--- src/rtl/led_rgb_pwm_12bit.sv ---
// Three-channel LED PWM driver with a one-entry colour buffer that is applied only at period wrap.
// Optional LED_PWM_PHASE_STAGGER_EN offsets green/blue compare phases by 1/3 and 2/3 of a period.
module led_rgb_pwm_12bit #(
   parameter int unsigned COLOR_WIDTH_P = 12,
   parameter int unsigned PRESCALE_P    = 1
) (
   input  logic                     clk,
   input  logic                     rst,
   input  logic                     valid_rgb,
   output logic                     ready,
   input  logic [COLOR_WIDTH_P-1:0] color_red,
   input  logic [COLOR_WIDTH_P-1:0] color_green,
   input  logic [COLOR_WIDTH_P-1:0] color_blue,
   output logic                     pwm_red,
   output logic                     pwm_green,
   output logic                     pwm_blue,
   output logic                     period_start
);

   localparam int unsigned W   = COLOR_WIDTH_P;
   localparam int unsigned PsW = (PRESCALE_P > 1) ? $clog2(PRESCALE_P) : 1;
   localparam logic [PsW-1:0] PsLast   = PsW'(PRESCALE_P - 1);
   localparam logic [W-1:0]   DutyFull = '1;
`ifdef LED_PWM_PHASE_STAGGER_EN
   localparam logic [W-1:0]   PhaseOfs = W'((2 ** W) / 3);
`else
   localparam logic [W-1:0]   PhaseOfs = '0;
`endif

   logic [PsW-1:0]      presc_q, presc_d;
   logic [W-1:0]        cnt_q, cnt_d;
   logic                run_q;
   logic                pend_valid_q;
   logic [2:0][W-1:0]   pend_q;
   logic [2:0][W-1:0]   act_q;
   logic [2:0][W-1:0]   phase;
   logic [2:0]          pwm_q, pwm_d;
   logic                period_start_q;
   logic                tick;
   logic                wrap;

   always_comb begin
      tick    = (presc_q == PsLast);
      wrap    = tick && (cnt_q == DutyFull);
      presc_d = tick ? '0 : presc_q + 1'b1;
      cnt_d   = tick ? cnt_q + 1'b1 : cnt_q;
      // run_q holds ready low until the first clock after reset is released
      ready   = run_q && !pend_valid_q;

      phase[0] = cnt_q;
      phase[1] = cnt_q + PhaseOfs;
      phase[2] = cnt_q + PhaseOfs + PhaseOfs;
      pwm_d    = '0;
      for (int unsigned c = 0; c < 3; c++) begin
         pwm_d[c] = (act_q[c] == DutyFull) || (phase[c] < act_q[c]);
      end
   end

   always_ff @(posedge clk) begin
      if (rst) begin
         presc_q        <= '0;
         cnt_q          <= '0;
         run_q          <= 1'b0;
         pend_valid_q   <= 1'b0;
         pend_q         <= '0;
         act_q          <= '0;
         pwm_q          <= '0;
         period_start_q <= 1'b0;
      end else begin
         presc_q        <= presc_d;
         cnt_q          <= cnt_d;
         run_q          <= 1'b1;
         pwm_q          <= pwm_d;
         period_start_q <= wrap;
         // Capture and update are exclusive: capture needs an empty buffer, update a full one,
         // so a colour taken in the wrap cycle waits for the following wrap.
         if (wrap && pend_valid_q) begin
            act_q        <= pend_q;
            pend_valid_q <= 1'b0;
         end else if (valid_rgb && ready) begin
            pend_q       <= {color_blue, color_green, color_red};
            pend_valid_q <= 1'b1;
         end
      end
   end

   assign pwm_red      = pwm_q[0];
   assign pwm_green    = pwm_q[1];
   assign pwm_blue     = pwm_q[2];
   assign period_start = period_start_q;

endmodule
--- config.mk ---
export PLATFORM = sky130hd
export DESIGN_NAME = led_rgb_pwm_12bit
export DESIGN_NICKNAME = d
export VERILOG_FILES = /design/src/rtl/led_rgb_pwm_12bit.sv
export SDC_FILE = /design/constraint.sdc
export NUM_CORES = 1
export LEC_CHECK = 0
export BUFFER_PORTS_ARGS = -buffer_cell sky130_fd_sc_hd__buf_2
export CAP_MARGIN = 20
export CORE_ASPECT_RATIO = 0.75
export CORE_UTILIZATION = 30
export DETAILED_ROUTE_END_ITERATION = 6
export PLACE_DENSITY = 0.43
export SYNTH_ARGS = -nofsm -noshare
export SYNTH_HDL_FRONTEND = slang
export SYNTH_SLANG_ARGS = --single-unit
--- constraint.sdc ---
create_clock -name clk -period 2.59 [get_ports clk]
set_input_delay 0.259 -clock clk [delete_from_list [all_inputs] [get_ports clk]]
set_output_delay 0.259 -clock clk [all_outputs]
set_load 0.05 [all_outputs]
==> impl_metrics.json, run 1 <==
{
  "outcome": "complete, no violations",
  "drtAntennaViolNets": 0,
  "ys_async_sr_fraction_pct": 0,
  "max_slew_margin_pct": 57.1,
  "seqCellArea_um2": 1820,
  "ir_worst_vdd_uv": 378,
  "multiInputGateArea_um2": 2060,
  "r2r_end": "act_q[27]",
  "skew_ns": 0.00848,
  "insertion_delay_ns": 0.35,
  "syn_nets": 548,
  "rsz0062_at_grt": "false",
  "post_cts_buffers": 0,
  "viasPerCell": 4.61,
  "wl_met2_mm": 3.93,
  "synthCells": 475,
  "cp.arrival_ns": 2.31,
  "die_y_um": 104,
  "path_class": "flip-flop to flip-flop",
  "tightest_slew_ns": 0.644,
  "highest_layer": "met4",
  "vias": 3222,
  "synthToLayoutAreaGrowth_pct": 17.9,
  "clock_path_buffers": 2,
  "syn_avg_cell_area_um2": 8.69,
  "synth_warnings": 0,
  "rr_worst_depth": 6,
  "grt_first_pass_wirelength_mm": 15.7,
  "fmax_mhz": 477,
  "synth_top_area_share_pct": 44.1,
  "ys_ff_latch": 91,
  "ctsResizeCount": 0,
  "tritoncts": "built",
  "first_pass_iters": 4,
  "dp_hpwl_mm": 6.68,
  "powerDensity_nw_per_um2": 598,
  "finalPower_w": 0.00291,
  "die_x_um": 137,
  "leakage_nw": 2.19,
  "drt-initial-drc-count": 149,
  "initial_core_util_pct": 31.3,
  "routedLengthMet1_mm": 5.06,
  "hold_viol": 0,
  "grt_pass1_vias": 3085,
  "synthFlopType": "dfxtp_1",
  "layout-drive-gt1-share_pct": 14.6,
  "synth_area_um2": 4130,
  "maxCapViolCount": 0,
  "yosys.area.top_type": "dfxtp_1",
  "port_buffers": 43,
  "hold_depth": 3,
  "clock_sinks": 91,
  "drc": 0,
  "synth_edf_count": 0,
  "whs_endpoint": "pend_q[4]",
  "gr-total-overflow": 0,
  "rows": 36,
  "antenna_found_initial": 0,
  "die-area_um2": 14200,
  "reg2reg_setup_slack_ns": 0.49,
  "gp_congestion": 0.740,
  "netlist-cell-type-count": 37,
  "wl_met3_um": 331,
  "holdCritStartpoint": "color_red[4]",
  "track_usage_pct": 14.4,
  "min_period_ns": 2.10,
  "hp-class": "input port to flip-flop",
  "nNetsFinal": 596,
  "clkTransAtPathRegs_ns": 0.07,
  "finalSetupViolCount": 0,
  "io_pins": 44,
  "core_area_um2": 13200,
  "end_kind": "flip-flop",
  "drt-total-wl_mm": 9.44,
  "r2r-start": "cnt_q[1]",
  "period_share_pct": 81.0,
  "htree_levels": 3,
  "crit_path_max_fanout": 37,
  "worstPathRequired_ns": 2.80,
  "numCtsBuffers": 9,
  "slew_viol_final": 0,
  "finalSetupTns_ns": 0,
  "diodes": 0,
  "fill_cells": 1376,
  "avgRoutedWirePerCell_um": 13.5,
  "cts_root_buffer": "clkbuf_16",
  "grt_max_degree": 38,
  "crit_path_start_kind": "flip-flop",
  "synth_area_leaders": "dfxtp_1, ha_1, mux2i_1, nand2_1, a21oi_1",
  "synth_seq_area_share_pct": 44.1,
  "cts_hold_buf": 0
}
placed cells by master, fill, tap and decap left out, types with 2 or more instances in the layout:
master	n
inv_8	2
o211ai_1	2
a211oi_1	3
nand3_1	5
inv_6	3
and3_1	2
dfxtp_1	91
nor3_1	2
nand4b_1	4
xor2_1	7
xnor2_1	4
ha_1	34
and4_1	2
nand4_1	9
o21ai_1	2
nor2b_1	2
nand2_1	85
o21a_1	3
nor2_1	53
inv_1	36
mux2i_1	37
a21oi_1	45
buf_4	15
buf_2	43
o21ai_0	4
nand2b_1	3
a2111oi_0	4
clkinvlp_4	2
clkbuf_16	9
nor4_1	4
worst max-delay path, cell delays in order (launching register included):
cell      delay [ns]
dfxtp_1         0.43
ha_1            0.22
nand4b_1        0.15
or4b_2          0.68
buf_12          0.24
mux2i_1         0.18
nor2_1          0.05
stage by stage:
step / setup slack [ns] / hold slack [ns] / instance area (µm²) / instances / utilization (%)
2_1_floorplan: 0.511 / 0.395 / 4130 / 475 / -
3_3_place_gp: 0.540 / 0.450 / 4580 / 683 / 34.7
3_5_place_dp: 0.513 / 0.451 / 4580 / 683 / 34.7
4_1_cts: 0.491 / 0.129 / 4870 / 699 / 36.9
5_1_grt: 0.353 / 0.135 / 4870 / 699 / 36.9
6_report: 0.493 / 0.141 / 4870 / 699 / 36.9
area by class of cell:
type / count / area share (%)
clock buffer: 9 / 4.63
multi-input combinational: 326 / 42.3
timing repair buffer: 59 / 7.15
clock inverter: 7 / 1.31
sequential: 91 / 37.4
tap: 171 / 4.40
inverter: 36 / 2.78
cells by family (layout without fill, tap and decap cells):
family	after synthesis	in the layout	synth area share (%)
buffers and inverters	58	111	6.00
adders and majority gates	34	34	10.3
muxes	37	37	8.97
xor gates and xnor gates	11	11	2.33
other	1	1	0.0908
and+or+nand+nor	176	176	18.8
DFF	91	91	44.1
AOI/OAI and AO/OA	67	67	9.33
power by group:
group | switching [W] | internal (W) | total (W)
Clock | 0.000616 | 0.000675 | 0.00129
Combinational | 0.0000991 | 0.0000654 | 0.000164
Sequential | 0.0000230 | 0.00143 | 0.00146
Total | 0.000739 | 0.00217 | 0.00291
state kept, by name, indices dropped and copies added (netlist names):
signal	count
pend_q	36
cnt_q	12
period_start	1
pwm_q	3
presc_q	1
run_q	1
pend_valid_q	1
act_q	36
worst max path at each step:
| stage | start | to | slack, ns | cells after the start |
|---|---|---|---|---|
| 6_report | cnt_q[1] | act_q[27] | 0.49 | 6 |
| 5_1_grt | cnt_q[0] | act_q[15] | 0.35 | 6 |
| 4_1_cts | cnt_q[1] | act_q[28] | 0.49 | 6 |
| 3_5_place_dp | cnt_q[1] | act_q[28] | 0.51 | 6 |
| 3_3_place_gp | cnt_q[1] | act_q[24] | 0.54 | 6 |
| 2_1_floorplan | pend_valid_q | pend_q[10] | 0.51 | 6 |
synth_stat cells (4+ instances only):
master / n
a2111oi_0: 4
a21oi_1: 45
buf_1: 6
buf_6: 4
clkbuf_1: 12
dfxtp_1: 91
ha_1: 34
inv_1: 36
mux2i_1: 37
nand2_1: 85
nand3_1: 5
nand4_1: 9
nand4b_1: 4
nor2_1: 53
nor4_1: 4
o21ai_0: 4
xnor2_1: 4
xor2_1: 7
layer usage:
layer	GRT usage, %	vias to the layer above
li1	-	1689
met2	21.4	47
met3	3.52	10
met1	20.6	1476
met4	4.00	0
met5	0	-
Note: power is estimated with default switching activity, not from simulation.
==> inputs of run 2 (changes only) <==
--- a/config.mk
+++ b/config.mk
@@ -10,7 +10,7 @@
 export CORE_ASPECT_RATIO = 0.75
 export CORE_UTILIZATION = 30
 export DETAILED_ROUTE_END_ITERATION = 6
-export PLACE_DENSITY = 0.43
+export PLACE_DENSITY = 0.45
 export SYNTH_ARGS = -nofsm -noshare
 export SYNTH_HDL_FRONTEND = slang
 export SYNTH_SLANG_ARGS = --single-unit
==> constraint.sdc (replaced) <==
create_clock -name clk -period 1.8 [get_ports clk]
set_input_delay 0.18 -clock clk [delete_from_list [all_inputs] [get_ports clk]]
set_output_delay 0.18 -clock clk [all_outputs]
set_load 0.05 [all_outputs]
==> run 2 against run 1 <==
  * The flow now finishes with violations (setup timing)
  * Core utilization grew 2.1 points
  * Largest cell class unchanged
  * Final area grew 5.6%
  * Global-route usage rose by 0.73 points
  * Largest power group is now clock
  * Count of clock-buffer cells in the layout rose by 3
  * Critical path type unchanged
  * Via count increased by 3.1%
==> impl_metrics.json, run 2 (synthesized netlist as in run 1, its figures left out) <==
{
  "outcome": "complete, but fails checks",
  "violations": "setup timing",
  "hp-class": "input port to flip-flop",
  "rsz0062_at_grt": "true",
  "grtUsageMet3_pct": 3.08,
  "end_kind": "flip-flop",
  "initial_core_util_pct": 31.3,
  "drt-total-wl_mm": 10.1,
  "final_cell_mix": "dfxtp_1, nand2_1, nor2_1, a21oi_1, buf_2",
  "finalNonFillerCells": 712,
  "avgRoutedWirePerCell_um": 14.1,
  "clkTransAtPathRegs_ns": 0.07,
  "io_pins": 44,
  "grt_pass1_vias": 3254,
  "drt-initial-drc-count": 157,
  "viasPerCell": 4.67,
  "insertion_delay_ns": 0.34,
  "die_x_um": 137,
  "comb_power_share_pct": 5.9,
  "maxCapViolCount": 0,
  "drtAntennaViolNets": 0,
  "switchingPower_w": 0.000968,
  "crit_path_max_fanout": 6,
  "cp_cell_sequence": "ha_4, nand4b_1, or4b_4, clkbuf_16, mux2i_1, nor2_1",
  "rows": 36,
  "leakage_nw": 2.30,
  "crit_buf_inv": 1,
  "grt.busiest_layer": "met2",
  "cpMaxStageDelayCell": "or4b_4",
  "finalSetupViolCount": 8,
  "diodes": 0,
  "antenna_found_initial": 0,
  "ir_worst_vdd_uv": 504,
  "track_usage_pct": 15.2,
  "layout-drive-gt1-share_pct": 17.6,
  "vias": 3323,
  "nNetsFinal": 609,
  "slowest_delay_ns": 0.63,
  "clkPwrFrac_pct": 47.9,
  "met2_usage_pct": 23.0,
  "skew_ns": 0.00909,
  "die-area_um2": 14200,
  "slew_viol_final": 0,
  "placed_cells": 693,
  "sw_frac_of_total_pct": 21.3,
  "cts_root_buffer": "clkbuf_16",
  "path_class": "flip-flop to flip-flop",
  "gp_congestion": 0.770,
  "gr-total-overflow": 0,
  "grt_max_degree": 38,
  "clock_path_buffers": 2,
  "hold_viol": 0,
  "grt_first_pass_wirelength_mm": 16.5,
  "p_seq_share_pct": 46.1,
  "cp.arrival_ns": 2.04,
  "fill_cells": 1343,
  "clock_sinks": 91,
  "tritoncts": "built",
  "cp_top_family": "simple AND/OR/NAND/NOR gates",
  "reg.largest.list": "act_q: 36 flops, pend_q: 36 flops, cnt_q: 12 flops",
  "p_int_w": 0.00357,
  "met1_usage_pct": 20.7,
  "powerDensity_nw_per_um2": 883,
  "post-route-util_pct": 39.0,
  "port_buffers": 43,
  "worstPathRequired_ns": 2.03,
  "layout_commonest_cell": "dfxtp_1",
  "dp_hpwl_mm": 6.87,
  "drc": 0,
  "numCtsBuffers": 9,
  "first_pass_iters": 4,
  "fmax_mhz": 551,
  "finalWorstSetupSlack_ns": -0.0151,
  "period_share_pct": 101,
  "min_period_ns": 1.82,
  "core_area_um2": 13200,
  "cts_hold_buf": 0,
  "die_y_um": 104,
  "holdWs_ns": 0.0729,
  "htree_levels": 3,
  "crit_path_start_kind": "flip-flop",
  "synthToLayoutAreaGrowth_pct": 24.5
}
==> run 2: cell count changes in the layout (fill, tap and decap cells not counted), moves of 3 or more <==
cell       change
inv_6          -3
bufinv_16      +3
mux2i_1        -3
buf_4          +8
==> run 2: worst min-delay path: stages <==
cell and delay (ns):
buf_2 0.09, nand2_1 0.05, a21oi_1 0.05
==> run 2: power by group through the flow <==
stage	Combinational [W]	Sequential (W)	Clock, W
after detailed placement	0.000272	0.00214	0
after global placement	0.000266	0.00214	0
after CTS	0.000272	0.00209	0.00224
after global routing	0.000306	0.00210	0.00232
final	0.000269	0.00209	0.00218
after floorplan	0.000138	0.00215	0
==> run 2: what timing repair did <==
| item | 4_1_cts | 5_1_grt |
|---|---|---|
| endpoints found under the setup margin | 37 | 36 |
| gates resized for setup | 5 | 7 |
| buffers inserted | 0 | 0 |
| pin swaps | 1 | 5 |
| cloned | 1 | 2 |
| hold endpoints to repair | 0 | 0 |
==> run 2: per-stage QoR <==
| stage | setup slack, ns | TNS (ns) | instance area, µm² | power [W] |
|---|---|---|---|---|
| after floorplan | 0.0136 | 0 | 4130 | 0.00229 |
| after global routing | -0.0702 | -1.23 | 5140 | 0.00472 |
| after CTS | 0.00203 | 0 | 5050 | 0.00460 |
| after detailed placement | -0.108 | -2.20 | 4670 | 0.00241 |
| final | -0.0151 | -0.0394 | 5140 | 0.00454 |
| after global placement | -0.0563 | -0.791 | 4670 | 0.00240 |
==> run 2: layout make-up <==
type / instances / area [µm²] / area share (%)
Clock buffer: 12 / 246 / 4.79
Clock inverter: 4 / 97.6 / 1.90
Inverter: 36 / 135 / 2.63
Multi-Input combinational cell: 326 / 2100 / 40.8
Sequential cell: 91 / 1820 / 35.5
Tap cell: 171 / 214 / 4.16
Timing Repair Buffer: 72 / 526 / 10.2
==> run 2: layer usage <==
metal | vias up | part of all wire (%) | wire (µm)
li1 | 1722 | - | -
met1 | 1526 | 52 | 5270
met2 | 60 | 42 | 4230
met3 | 15 | 3.2 | 324
met4 | 0 | 2.3 | 229
met5 | - | 0 | 0
==> run 2: final timing paths <==
path | endpoint | slack, ns | from | cells after the start
worst max-delay path | act_q[24] | -0.02 | cnt_q[0] | 6
worst max register to register | act_q[24] | -0.02 | cnt_q[0] | 6
worst min-delay path | pend_q[21] | 0.07 | color_green[9] | 3
worst min register to register | pend_q[7] | 0.45 | pend_q[7] | 2
